==> src/rtl/fifo_rd_stream_adapter_if.sv <==
// FIFO read port plus valid/ready stream bundle for fifo_rd_stream_adapter.
// m_parity exists only when FIFO_RD_ADAPT_PARITY_EN is defined.
interface fifo_rd_stream_adapter_if #(
    parameter int DATA_WIDTH = 5
);
    logic                  fifo_empty;
    logic                  fifo_rd_en;
    logic [DATA_WIDTH-1:0] fifo_data_out;
    logic                  m_valid;
    logic                  m_ready;
    logic [DATA_WIDTH-1:0] m_data;
    logic                  m_last;
`ifdef FIFO_RD_ADAPT_PARITY_EN
    logic                  m_parity;

    modport master (
        input  fifo_empty, fifo_data_out, m_ready,
        output fifo_rd_en, m_valid, m_data, m_last, m_parity
    );
    modport slave (
        output fifo_empty, fifo_data_out, m_ready,
        input  fifo_rd_en, m_valid, m_data, m_last, m_parity
    );
`else
    modport master (
        input  fifo_empty, fifo_data_out, m_ready,
        output fifo_rd_en, m_valid, m_data, m_last
    );
    modport slave (
        output fifo_empty, fifo_data_out, m_ready,
        input  fifo_rd_en, m_valid, m_data, m_last
    );
`endif
endinterface

==> src/rtl/fifo_rd_stream_adapter.sv <==
// Drains a registered-read FIFO into a framed valid/ready stream through a 2-entry buffer.
// Optional even parity output enabled by defining FIFO_RD_ADAPT_PARITY_EN.
module fifo_rd_stream_adapter #(
    parameter int DATA_WIDTH = 5,
    parameter int PKT_LEN    = 4,
    parameter int CNT_WIDTH  = 16
) (
    input  logic                 clk,
    input  logic                 rst,
    fifo_rd_stream_adapter_if.master bus,
    output logic [CNT_WIDTH-1:0] pkt_count
);
    localparam int BEAT_W = $clog2(PKT_LEN) + 1;
    localparam logic [BEAT_W-1:0] LAST_BEAT = BEAT_W'(PKT_LEN - 1);

    typedef enum logic [1:0] {
        EMPTY = 2'd0,
        ONE   = 2'd1,
        TWO   = 2'd2
    } occ_t;

    occ_t                  occ;
    occ_t                  occ_nxt;
    logic                  inflight;
    logic                  cap;
    logic                  pop;
    logic                  valid;
    logic [2:0]            fill_after_pop;
    logic [DATA_WIDTH-1:0] head_p2;
    logic [DATA_WIDTH-1:0] tail_p2;
    logic [BEAT_W-1:0]     beat_cnt;

    function automatic logic even_parity(input logic [DATA_WIDTH-1:0] d);
        return ^d;
    endfunction

    assign cap = inflight;

    // Stage p0: read issue; a read is in flight for exactly one cycle
    always_ff @(posedge clk) begin
        if (rst) begin
            inflight <= 1'b0;
        end else begin
            inflight <= bus.fifo_rd_en;
        end
    end

    always_ff @(posedge clk) begin
        if (rst) begin
            occ <= EMPTY;
        end else begin
            occ <= occ_nxt;
        end
    end

    always_comb begin
        occ_nxt = occ;
        case (occ)
            EMPTY: if (cap) occ_nxt = ONE;
            ONE: begin
                if (cap && !pop) begin
                    occ_nxt = TWO;
                end else if (!cap && pop) begin
                    occ_nxt = EMPTY;
                end
            end
            TWO: if (!cap && pop) occ_nxt = ONE;
            default: occ_nxt = EMPTY;
        endcase
    end

    // Issue only when the word would still fit after this cycle's capture and pop
    always_comb begin
        valid          = (occ != EMPTY);
        pop            = valid & bus.m_ready;
        fill_after_pop = {1'b0, occ} + {2'b00, inflight} - {2'b00, pop};
        bus.fifo_rd_en = ~bus.fifo_empty & ~rst & (fill_after_pop < 3'd2);
        bus.m_valid    = valid;
    end

    // Stage p1 -> p2: the word returned by the FIFO lands in head or tail
    always_ff @(posedge clk) begin
        if (cap) begin
            if (occ == EMPTY || (occ == ONE && pop)) begin
                head_p2 <= bus.fifo_data_out;
            end else if (occ == ONE) begin
                tail_p2 <= bus.fifo_data_out;
            end else begin
                head_p2 <= tail_p2;
                tail_p2 <= bus.fifo_data_out;
            end
        end else if (pop && occ == TWO) begin
            head_p2 <= tail_p2;
        end
    end

    assign bus.m_data = valid ? head_p2 : '0;
    assign bus.m_last = valid & (beat_cnt == LAST_BEAT);

`ifdef FIFO_RD_ADAPT_PARITY_EN
    logic head_par_p2;
    logic tail_par_p2;

    always_ff @(posedge clk) begin
        if (cap) begin
            if (occ == EMPTY || (occ == ONE && pop)) begin
                head_par_p2 <= even_parity(bus.fifo_data_out);
            end else if (occ == ONE) begin
                tail_par_p2 <= even_parity(bus.fifo_data_out);
            end else begin
                head_par_p2 <= tail_par_p2;
                tail_par_p2 <= even_parity(bus.fifo_data_out);
            end
        end else if (pop && occ == TWO) begin
            head_par_p2 <= tail_par_p2;
        end
    end

    assign bus.m_parity = valid & head_par_p2;
`endif

    // Framing: beat counter advances only on accepted beats and holds across gaps
    always_ff @(posedge clk) begin
        if (rst) begin
            beat_cnt  <= '0;
            pkt_count <= '0;
        end else if (pop) begin
            if (bus.m_last) begin
                beat_cnt  <= '0;
                pkt_count <= pkt_count + 1'b1;
            end else begin
                beat_cnt <= beat_cnt + 1'b1;
            end
        end
    end

endmodule

==> src/flat_wrapper.sv <==
// flat-port wrapper written by rule: the top's interface ports become plain ports
module fifo_rd_stream_adapter_flat 
#(
    parameter int DATA_WIDTH = 5,
    parameter int PKT_LEN    = 4,
    parameter int CNT_WIDTH  = 16
)
  (clk, rst, pkt_count, bus_fifo_empty, bus_fifo_data_out, bus_m_ready, bus_fifo_rd_en, bus_m_valid, bus_m_data, bus_m_last);
  fifo_rd_stream_adapter_if #(.DATA_WIDTH(DATA_WIDTH)) bus_i ();
  input  logic clk;
  input  logic rst;
  output logic [CNT_WIDTH-1:0] pkt_count;
  input wire logic [$bits(bus_i.fifo_empty)-1:0] bus_fifo_empty;
  input wire logic [$bits(bus_i.fifo_data_out)-1:0] bus_fifo_data_out;
  input wire logic [$bits(bus_i.m_ready)-1:0] bus_m_ready;
  output wire logic [$bits(bus_i.fifo_rd_en)-1:0] bus_fifo_rd_en;
  output wire logic [$bits(bus_i.m_valid)-1:0] bus_m_valid;
  output wire logic [$bits(bus_i.m_data)-1:0] bus_m_data;
  output wire logic [$bits(bus_i.m_last)-1:0] bus_m_last;
  assign bus_i.fifo_empty = bus_fifo_empty;
  assign bus_i.fifo_data_out = bus_fifo_data_out;
  assign bus_i.m_ready = bus_m_ready;
  assign bus_fifo_rd_en = bus_i.fifo_rd_en;
  assign bus_m_valid = bus_i.m_valid;
  assign bus_m_data = bus_i.m_data;
  assign bus_m_last = bus_i.m_last;
  fifo_rd_stream_adapter #(.DATA_WIDTH(DATA_WIDTH), .PKT_LEN(PKT_LEN), .CNT_WIDTH(CNT_WIDTH)) u_core (.clk(clk), .rst(rst), .bus(bus_i), .pkt_count(pkt_count));
endmodule
==> config.mk <==
export PLATFORM = sky130hd
export DESIGN_NAME = fifo_rd_stream_adapter_flat
export DESIGN_NICKNAME = d
export VERILOG_FILES = /design/src/rtl/fifo_rd_stream_adapter_if.sv /design/src/rtl/fifo_rd_stream_adapter.sv /design/src/flat_wrapper.sv
export SDC_FILE = /design/constraint.sdc
export NUM_CORES = 1
export LEC_CHECK = 0
export ABC_CLOCK_PERIOD_IN_PS = 4450
export BUFFER_PORTS_ARGS = -buffer_cell sky130_fd_sc_hd__buf_2
export CAP_MARGIN = 25
export CORE_ASPECT_RATIO = 0.6
export CORE_MARGIN = 2
export CORE_UTILIZATION = 55
export CTS_BUF_LIST = sky130_fd_sc_hd__clkbuf_16
export DETAILED_ROUTE_END_ITERATION = 7
export PLACE_DENSITY = 0.81
export SETUP_SLACK_MARGIN = 0.3
export SLEW_MARGIN = 25
export SYNTH_ARGS = -nofsm -noshare
export SYNTH_HDL_FRONTEND = slang
export SYNTH_SLANG_ARGS = --single-unit
==> constraint.sdc <==
create_clock -name clk -period 4.45 [get_ports clk]
set_clock_uncertainty 0.05 [all_clocks]
set_input_delay 0.2225 -clock clk [delete_from_list [all_inputs] [get_ports clk]]
set_output_delay 0.2225 -clock clk [all_outputs]
set_load 0.005 [all_outputs]
==> impl_metrics.ini, run 1 <==
[run_status]
status = completed

[critical_path]
ff2ff_path_depth = 4
crit_fanout = 12
crit_path_start_kind = flip-flop
required_ps = 4180
r2r_start = u_core.occ[1]
path_class = reg2out
endpoint_kind = primary output
r2r_slack_ps = 2290
cp.arrival_ps = 2210
r2r-end = u_core.pkt_count[15]

[global_routing]
grt_pass1_vias = 1168
grt_start_max_net_pins = 25
antenna_found_initial = 0
grt_pass1_wl_um = 5402
grtUsageTotal_pct = 22.81
overflow = 0

[drt]
drt-initial-drc-count = 62
num_vias = 1231
wire_per_inst_um = 14.74
dr.pass1.iters = 4
totalWireLength_um = 3229
via_per_inst = 5.621
drtAntennaViolNets = 0
post-route-drc-count = 0

[sta]
slew_headroom_pct = 68.34
hold_viol = 0
setup_viol = 0
final_max_slew_viol_count = 0
tns_ps = 0
min_period_ps = 2487
fin_crit_sh_pct = 55.88
tightest_slew_ps = 473.2
rsz0062_at_grt = no
fmax_mhz = 402.1

[floorplanning]
rows = 14
die_w_um = 71.26
io_pins = 33
start_util_pct = 58.77
core_sq_mm = 0.002540
die-area_sq_mm = 0.003161
die_height_um = 44.36

[clock_tree]
cts_hold_buf = 0
root_buffer = clkbuf_16
clkTransAtPathRegs_ps = 50
cts_buffer_depth = 2
cts_resized = 0
clock-sinks = 32
worstSkewPairLatency_ps = 270
cts_made_buffers = 5
cts_setup_buffers = 0
htree_levels = 2
cts_tree = yes

[synthesis]
syn_area_sq_mm = 0.001493
synth-async-reset-ratio_pct = 0
seq_area_frac_synth_pct = 49.62
synth-edff-count = 10
syn_inst = 152
synth.top_cells.by_area = dfxtp_1 30%, edfxtp_1 20%, nor2_1 4.8%
syn_nets = 164
ys_types = 34
synth_area_per_cell_sq_um = 9.820
ys_seq_elements = 32
yosys.area.top_type = dfxtp_1
ys_warn_count = 0
yosysTopAreaCellShare_pct = 29.51
ys.flop_type = dfxtp_1

[finish]
nFillCells = 200
antenna_cells = 0
fin_area_sq_mm = 0.001808
area_growth_pct = 21.12
post_route_cells_drive_above_1_share_pct = 22.99
seq_area_sq_um = 740.7
fin_nets = 198
multi_input_area_sq_um = 711.9

[power_and_ir_drop]
powerDensity_mw_per_mm2 = 363.0
clkPwrFrac_pct = 47.0
p_leak_nw = 0.7406
p_int_mw = 0.5230
p_comb_share_pct = 5.7
seq_power_share_pct = 47.3
ir_drop_v = 0.0002200
p_sw_share_pct = 20.32
switchingPower_mw = 0.1334

[place]
numPortBuffers = 32
gp_congestion = 0.7578
dp_hpwl_um = 2411
placedInstanceArea_sq_mm = 0.001672

[job]
drv_cap = 0

[hold_path]
hold_path_end = u_core.cap
hp-start = bus_fifo_empty
min_path_type = in2reg
hold_depth = 2
-- kinds of logic after synthesis --
family	count (synthesis)	share of synthesized area, %
multiplexers	8	5.867
AO/OA/AOI/OAI	24	9.640
AND/OR/NAND/NOR	66	23.89
flip-flops	32	49.62
adder cells (fa/ha/maj)	3	3.017
buffers and inverters	10	2.682
XOR/XNOR	9	5.280
-- stage by stage --
stage	hold WS, ps	total power [mW]	cells	utilization, %	setup WS (ps)
after floorplan	249.2	0.3388	152	-	2468
after global placement	365.2	0.3513	211	65.81	2326
after detailed placement	365.3	0.3539	211	65.81	2216
after CTS	87.63	0.6613	219	71.18	1919
after global routing	94.55	0.6779	219	71.18	1815
final	89.40	0.6564	219	71.18	1963
-- layout make-up --
cell class | instances | share of cell area, %
sequential | 32 | 40.97
multi-input combinational | 110 | 39.38
timing repair buffer | 32 | 8.858
clock buffer | 5 | 6.920
tap | 32 | 2.215
inverter | 5 | 1.038
clock inverter | 3 | 0.6228
-- flip-flops by register name, summed over array words and instances (netlist names) --
| name | flops |
|---|---|
| u_core.cap | 1 |
| u_core.pkt_count | 16 |
| u_core.tail_p2 | 5 |
| u_core.head_p2 | 5 |
| u_core.beat_cnt | 3 |
| u_core.occ | 2 |
-- cell usage after synthesis (3+ instances only) --
library cell   n
a21oi_1       12
and3_1         3
clkbuf_1       3
dfxtp_1       22
edfxtp_1      10
inv_1          5
mux2_2         5
nand2_1        8
nand2b_1       4
nand3_1        4
nand4_1        4
nor2_1        19
nor2b_1        8
nor4_1         3
o21ai_0        4
o31ai_1        4
or3_1          3
or4_1          4
xnor2_1        4
xor2_1         5
-- worst max-delay path: stages, from the launching register on --
cell and delay [ps]:
dfxtp_1 600, and3_1 280, o21ai_0 110, fa_1 390, xor2_1 170, nor4b_1 240
buf_2 160
-- cells in the final DEF, fill, tap and decap left out, types with 2 or more instances in the layout --
master,Yosys,routed
xnor2_1,4,4
nand2_1,8,8
and3_1,3,3
nor2b_1,8,8
o21ai_0,4,4
nor2_1,19,19
a21oi_1,12,12
nand2b_1,4,4
mux2i_1,2,2
o31ai_1,4,4
edfxtp_1,10,10
dfxtp_1,22,22
buf_2,2,32
nand4_1,4,4
ha_1,2,2
or4_1,4,4
nor4b_1,2,2
xor2_1,5,5
mux2_2,5,5
or3_1,3,3
inv_1,5,7
clkbuf_16,0,5
nor4_1,3,3
nand3_1,4,4
-- routing by layer --
metal	wire (um)	share of wire (%)	GRT usage, %	up-vias
met5	0	0	0	-
met4	24	0.74	6.792	0
met3	225	7.0	6.150	5
met2	1483	46	35.74	40
met1	1496	46	31.54	573
li1	-	-	-	613
-- worst max-delay path by stage --
stage                        startpoint        endpoint  slack (ps)
after floorplan           u_core.occ[1]  bus_fifo_rd_en        2470
after global routing      u_core.occ[1]  bus_fifo_rd_en        1810
after detailed placement  u_core.occ[1]  bus_fifo_rd_en        2220
after global placement    u_core.occ[1]  bus_fifo_rd_en        2330
after CTS                 u_core.occ[1]  bus_fifo_rd_en        1920
final                     u_core.occ[1]  bus_fifo_rd_en        1960
-- power by group through the flow --
stage | sequential, mW | clock, mW | combinational [mW]
detailed placement | 0.316 | 0 | 0.0378
global route | 0.311 | 0.325 | 0.0423
floorplan | 0.315 | 0 | 0.0239
global placement | 0.316 | 0 | 0.0357
finish | 0.310 | 0.308 | 0.0376
CTS | 0.310 | 0.313 | 0.0381
Power figures use the tool's default switching activity.
==> run 2: changes to the inputs <==
--- a/config.mk
+++ b/config.mk
@@ -5,15 +5,15 @@
 export SDC_FILE = /design/constraint.sdc
 export NUM_CORES = 1
 export LEC_CHECK = 0
-export ABC_CLOCK_PERIOD_IN_PS = 4450
+export ABC_CLOCK_PERIOD_IN_PS = 2250
 export BUFFER_PORTS_ARGS = -buffer_cell sky130_fd_sc_hd__buf_2
 export CAP_MARGIN = 25
 export CORE_ASPECT_RATIO = 0.6
 export CORE_MARGIN = 2
-export CORE_UTILIZATION = 55
+export CORE_UTILIZATION = 48
 export CTS_BUF_LIST = sky130_fd_sc_hd__clkbuf_16
 export DETAILED_ROUTE_END_ITERATION = 7
-export PLACE_DENSITY = 0.81
+export PLACE_DENSITY = 0.75
 export SETUP_SLACK_MARGIN = 0.3
 export SLEW_MARGIN = 25
 export SYNTH_ARGS = -nofsm -noshare
==> constraint.sdc (replaced) <==
create_clock -name clk -period 2.25 [get_ports clk]
set_clock_uncertainty 0.05 [all_clocks]
set_input_delay 0.1125 -clock clk [delete_from_list [all_inputs] [get_ports clk]]
set_output_delay 0.1125 -clock clk [all_outputs]
set_load 0.005 [all_outputs]
==> run 2 against run 1 <==
Against the previous run: critical path depth grew 1; sequential share of layout area shrank 3.5 points; clock-buffer cell count is the same; combinational power grew to 2.6 times the previous value; sequential power grew 98%; final cell count grew 11%; first-iteration DRC count grew 120%; non-clock buffer count grew 14; worst setup slack lost 1800 ps; wire length grew 19%; core utilization shrank 2.5 points; clock power grew 100%; critical path type unchanged; largest power group is now the clock network.
==> impl_metrics.ini, run 2 (same netlist as run 1, synthesis figures left out) <==
[finish]
top_regs = u_core.pkt_count (16), u_core.head_p2 (5), u_core.tail_p2 (5)
area_growth_pct = 33.86
fin_nets = 212
fin_area_sq_mm = 0.001998
final_cells = 243
antenna_cells = 0
fin_util_pct = 68.69
mostFrequentLayoutCell = buf_2
multi_input_area_sq_um = 759.5
nFillCells = 221
mostFrequentLayoutCells = 32 x buf_2, 20 x dfxtp_1, 19 x nor2_1
top_register = u_core.pkt_count
seq_area_sq_um = 748.2
largest_register_ffs = 16
post_route_cells_drive_above_1_share_pct = 31.84

[power_and_ir_drop]
p_comb_share_pct = 7.3
switchingPower_mw = 0.2812
ir_drop_v = 0.0003931
p_sw_share_pct = 21.14
clkPwrFrac_pct = 46.5
p_int_mw = 1.049
seq_power_share_pct = 46.2
p_leak_nw = 0.8048
powerDensity_mw_per_mm2 = 665.6

[global_routing]
antenna_found_initial = 0
overflow = 0
grtUsageTotal_pct = 22.89
grt_start_max_net_pins = 25
grt_pass1_vias = 1274
grt_pass1_wl_um = 5989

[sta]
setup_viol = 0
tns_ps = 0
slew_headroom_pct = 65.97
final_max_slew_viol_count = 0
rsz0062_at_grt = yes
fmax_mhz = 485.1
hold_viol = 0
fin_crit_sh_pct = 91.61
min_period_ps = 2061
tightest_slew_ps = 508.6

[clock_tree]
cts_buffer_depth = 2
cts_tree = yes
root_buffer = clkbuf_16
clock-sinks = 32
htree_levels = 2
cts_made_buffers = 5
worstSkewPairLatency_ps = 270
clkTransAtPathRegs_ps = 50

[drt]
wire_per_inst_um = 15.79
dr.pass1.iters = 4
num_vias = 1353
via_per_inst = 5.568
post-route-drc-count = 0
totalWireLength_um = 3836
drt-initial-drc-count = 135
drtAntennaViolNets = 0

[floorplanning]
start_util_pct = 51.31
io_pins = 33
core_sq_mm = 0.002909
die_height_um = 47.20
die_w_um = 75.99
rows = 15
die-area_sq_mm = 0.003586

[critical_path]
endpoint_kind = primary output
path_class = reg2out
required_ps = 2090
crit_fanout = 5
cp.arrival_ps = 1900
crit_path_start_kind = flip-flop

[place]
placedInstanceArea_sq_mm = 0.001699
dp_hpwl_um = 2492
dp.cells = 223
numPortBuffers = 32
gp_congestion = 0.7799

[job]
drv_cap = 0

[hold_path]
min_path_type = in2reg

[run_status]
status = completed
==> run 2: final timing paths <==
| check | from | end | slack (ps) | cells past startpoint |
|---|---|---|---|---|
| max | u_core.occ[0] | bus_fifo_rd_en | 190 | 7 |
| min | rst | u_core.pkt_count[2] | 230 | 2 |
| max reg2reg | u_core.beat_cnt[0] | u_core.pkt_count[13] | 320 | 5 |
| min reg2reg | u_core.beat_cnt[1] | u_core.beat_cnt[1] | 460 | 2 |
==> run 2: area by class of cell <==
class,count,area share [%]
Multi-Input combinational cell,110,38.01
Sequential cell,32,37.45
Timing Repair Buffer,46,14.03
Clock buffer,5,6.262
Tap cell,42,2.630
Inverter,5,1.064
Clock inverter,3,0.5636
==> run 2: metal layers <==
metal,wire (um),share of wire (%),global-route usage (%)
met5,0,0,0
met4,60,1.6,9.818
met3,299,7.8,7.500
met2,1859,48,41.07
met1,1616,42,26.75
==> run 2: metrics by stage <==
| stage | hold WS [ps] | power [mW] | worst slack [ps] |
|---|---|---|---|
| floorplan | 139.2 | 0.6702 | 378.1 |
| CTS | 210.1 | 1.335 | 162.2 |
| global route | 241.8 | 1.376 | 92.43 |
| finish | 225.1 | 1.330 | 188.8 |
| global placement | 243.9 | 0.6952 | 353.0 |
| detailed placement | 256.9 | 0.6999 | 204.2 |
==> run 2: critical path, cell delays in order (launching register included) <==
cell	delay, ps
dfxtp_4	360
inv_4	60
and3_4	190
o21ai_2	60
fa_2	380
xor2_2	170
nor4b_2	250
buf_2	150
==> run 2: repair_timing <==
item,4_1_cts,5_1_grt
gates resized for setup,9,9
setup endpoints to repair,6,6
hold endpoints to repair,6,0
hold buffers,6,0
pin swaps,1,2
buffers inserted,3,3
==> run 2: power groups by stage <==
stage / sequential [mW] / clock (mW) / combinational, mW
detailed placement: 0.624 / 0 / 0.0754
finish: 0.614 / 0.619 / 0.0971
CTS: 0.614 / 0.633 / 0.0873
global route: 0.614 / 0.656 / 0.106
floorplan: 0.623 / 0 / 0.0473
global placement: 0.624 / 0 / 0.0715
==> run 3: changes to the inputs <==
--- a/config.mk
+++ b/config.mk
@@ -5,15 +5,15 @@
 export SDC_FILE = /design/constraint.sdc
 export NUM_CORES = 1
 export LEC_CHECK = 0
-export ABC_CLOCK_PERIOD_IN_PS = 2250
+export ABC_CLOCK_PERIOD_IN_PS = 1900
 export BUFFER_PORTS_ARGS = -buffer_cell sky130_fd_sc_hd__buf_2
 export CAP_MARGIN = 25
 export CORE_ASPECT_RATIO = 0.6
 export CORE_MARGIN = 2
-export CORE_UTILIZATION = 48
+export CORE_UTILIZATION = 53
 export CTS_BUF_LIST = sky130_fd_sc_hd__clkbuf_16
 export DETAILED_ROUTE_END_ITERATION = 7
-export PLACE_DENSITY = 0.75
+export PLACE_DENSITY = 0.78
 export SETUP_SLACK_MARGIN = 0.3
 export SLEW_MARGIN = 25
 export SYNTH_ARGS = -nofsm -noshare
==> constraint.sdc (replaced) <==
create_clock -name clk -period 1.9 [get_ports clk]
set_clock_uncertainty 0.05 [all_clocks]
set_input_delay 0.095 -clock clk [delete_from_list [all_inputs] [get_ports clk]]
set_output_delay 0.095 -clock clk [all_outputs]
set_load 0.005 [all_outputs]
==> run 3 against run 2 <==
Against the previous run: via count increased by 20%; flip-flop and latch count unchanged; clock power increased by 46%; clock-buffer cell count unchanged; first-iteration DRC count increased by 61%; worst hold slack got worse by 1.0 ps; design area increased by 14%; register-to-register slack got worse by 260 ps; critical path depth unchanged; the flow now finishes with violations (negative setup slack); sequential power increased by 18%; power increased by 33%.
==> impl_metrics.ini, run 3 (same netlist as run 1, synthesis figures left out) <==
[finish]
fin_nets = 226
mostFrequentLayoutCell = buf_2
mostFrequentLayoutCells = 32 x buf_2, 16 x nor2_1, 15 x buf_4
final_cells = 247
nFillCells = 117
antenna_cells = 0
area_growth_pct = 53.23
post_route_cells_drive_above_1_share_pct = 48.84
top_regs = u_core.pkt_count (16), u_core.head_p2 (5), u_core.tail_p2 (5)
largest_register_ffs = 16
top_register = u_core.pkt_count

[global_routing]
use_met3_pct = 8.929
grt_pass1_wl_um = 8052
met2_usage_pct = 59.08
antenna_found_initial = 0
grt_pass1_vias = 1495
grtUsageTotal_pct = 34.99
busiest_layer = met2
overflow = 0
grtUsageMet1_pct = 43.95
grt_start_max_net_pins = 25

[sta]
final_max_slew_viol_count = 0
tightest_slew_ps = 535.7
min_period_ps = 2042
hold_ws_ps = 224.1
setup_viol = 1
worst_slack_ps = -142.4
slew_headroom_pct = 64.15
fin_crit_sh_pct = 107.5
fmax_mhz = 489.6
hold_viol = 0
rsz0062_at_grt = yes

[power_and_ir_drop]
p_int_mw = 1.386
powerDensity_mw_per_mm2 = 773.9
switchingPower_mw = 0.3836
p_comb_share_pct = 8.2
ir_drop_v = 0.0009213
clkPwrFrac_pct = 50.9
p_leak_nw = 0.9676
p_sw_share_pct = 21.67
seq_power_share_pct = 40.9

[floorplanning]
io_pins = 33
start_util_pct = 57.58
core_sq_mm = 0.002592
die-area_sq_mm = 0.003271
rows = 14
die_height_um = 45.11
die_w_um = 72.51

[drt]
via_per_inst = 6.567
totalWireLength_um = 5719
num_vias = 1622
drt-initial-drc-count = 218
drtAntennaViolNets = 0
wire_per_inst_um = 23.15
dr.pass1.iters = 5
post-route-drc-count = 0

[place]
dp.cells = 218
gp_congestion = 0.7702
numPortBuffers = 32
dp_slack_ps = 39.28
dp_hpwl_um = 2605

[clock_tree]
cts_buffer_depth = 2
clkTransAtPathRegs_ps = 50
htree_levels = 2
root_buffer = clkbuf_16
cts_tree = yes
clock-sinks = 32
cts_made_buffers = 5
worstSkewPairLatency_ps = 280

[critical_path]
crit_fanout = 3
critPathLaunch = u_core.occ[0]
required_ps = 1750
cp.arrival_ps = 1900
crit_path_start_kind = flip-flop
r2r_start = u_core.occ[1]
endpoint_kind = primary output
path_class = reg2out

[run_status]
status = finished with violations
violations = negative setup slack

[job]
drv_cap = 0

[hold_path]
hp-start = rst
min_path_type = in2reg
==> run 3: changes by cell type in the layout (fill, tap and decap cells not counted), moves of 6 or more <==
cell and change:
buf_4 +7, buf_6 +7, dfxtp_1 -8, dfxtp_2 +6
==> run 3: metrics by stage <==
| step | setup TNS, ps | utilization [%] | area, sq um | power (mW) |
|---|---|---|---|---|
| 2_1_floorplan | 0 | - | 1551 | 0.7975 |
| 3_3_place_gp | 0 | 68.24 | 1769 | 0.8333 |
| 3_5_place_dp | 0 | 68.24 | 1769 | 0.8382 |
| 4_1_cts | -62.58 | 83.40 | 2162 | 1.733 |
| 5_1_grt | -194.4 | 88.22 | 2287 | 1.807 |
| 6_report | -142.4 | 88.22 | 2287 | 1.770 |
==> run 3: final timing paths <==
path / to / slack [ps] / cells past startpoint
max reg2reg: u_core.pkt_count[12] / 60 / 6
min reg2reg: u_core.pkt_count[1] / 480 / 2
max: bus_fifo_rd_en / -140 / 7
min: u_core.pkt_count[0] / 220 / 2
==> run 3: layout make-up <==
class / instances / area, sq um / share of cell area, %
Multi-Input combinational cell: 110 / 889.6 / 38.90
Sequential cell: 32 / 763.2 / 33.37
Timing Repair Buffer: 60 / 411.6 / 18.00
Clock buffer: 5 / 125.1 / 5.470
Tap cell: 32 / 40.04 / 1.751
Clock inverter: 3 / 38.79 / 1.696
Inverter: 5 / 18.77 / 0.8206
==> run 3: per-layer routing <==
metal / routed length [um] / up-vias / share of wire [%]
met4: 318 / 0 / 5.6
li1: - / 669 / -
met3: 744 / 39 / 13
met2: 2498 / 148 / 44
met1: 2157 / 766 / 38
met5: 0 / - / 0
==> run 3: worst max-delay path, cell delays in order (launching register included) <==
cell and delay [ps]:
dfxtp_4 350, inv_2 70, and3_4 220, o21ai_4 70, fa_2 370, xor2_2 170, nor4b_2 220, buf_2 160
==> run 3: what timing repair did <==
item                                   CTS  global route
endpoints found under the hold margin    6             0
resized for setup                       23            21
setup endpoints to repair               17            29
pin swaps                                8             5
buffers inserted                        12             3
gates cloned                             0             0
hold buffers                             6             0
==> run 3: power groups by stage <==
stage | registers [mW] | clock network [mW] | logic, mW
finish | 0.724 | 0.901 | 0.145
floorplan | 0.739 | 0 | 0.0588
global placement | 0.740 | 0 | 0.0935
global route | 0.724 | 0.932 | 0.151
CTS | 0.723 | 0.886 | 0.124
detailed placement | 0.741 | 0 | 0.0970
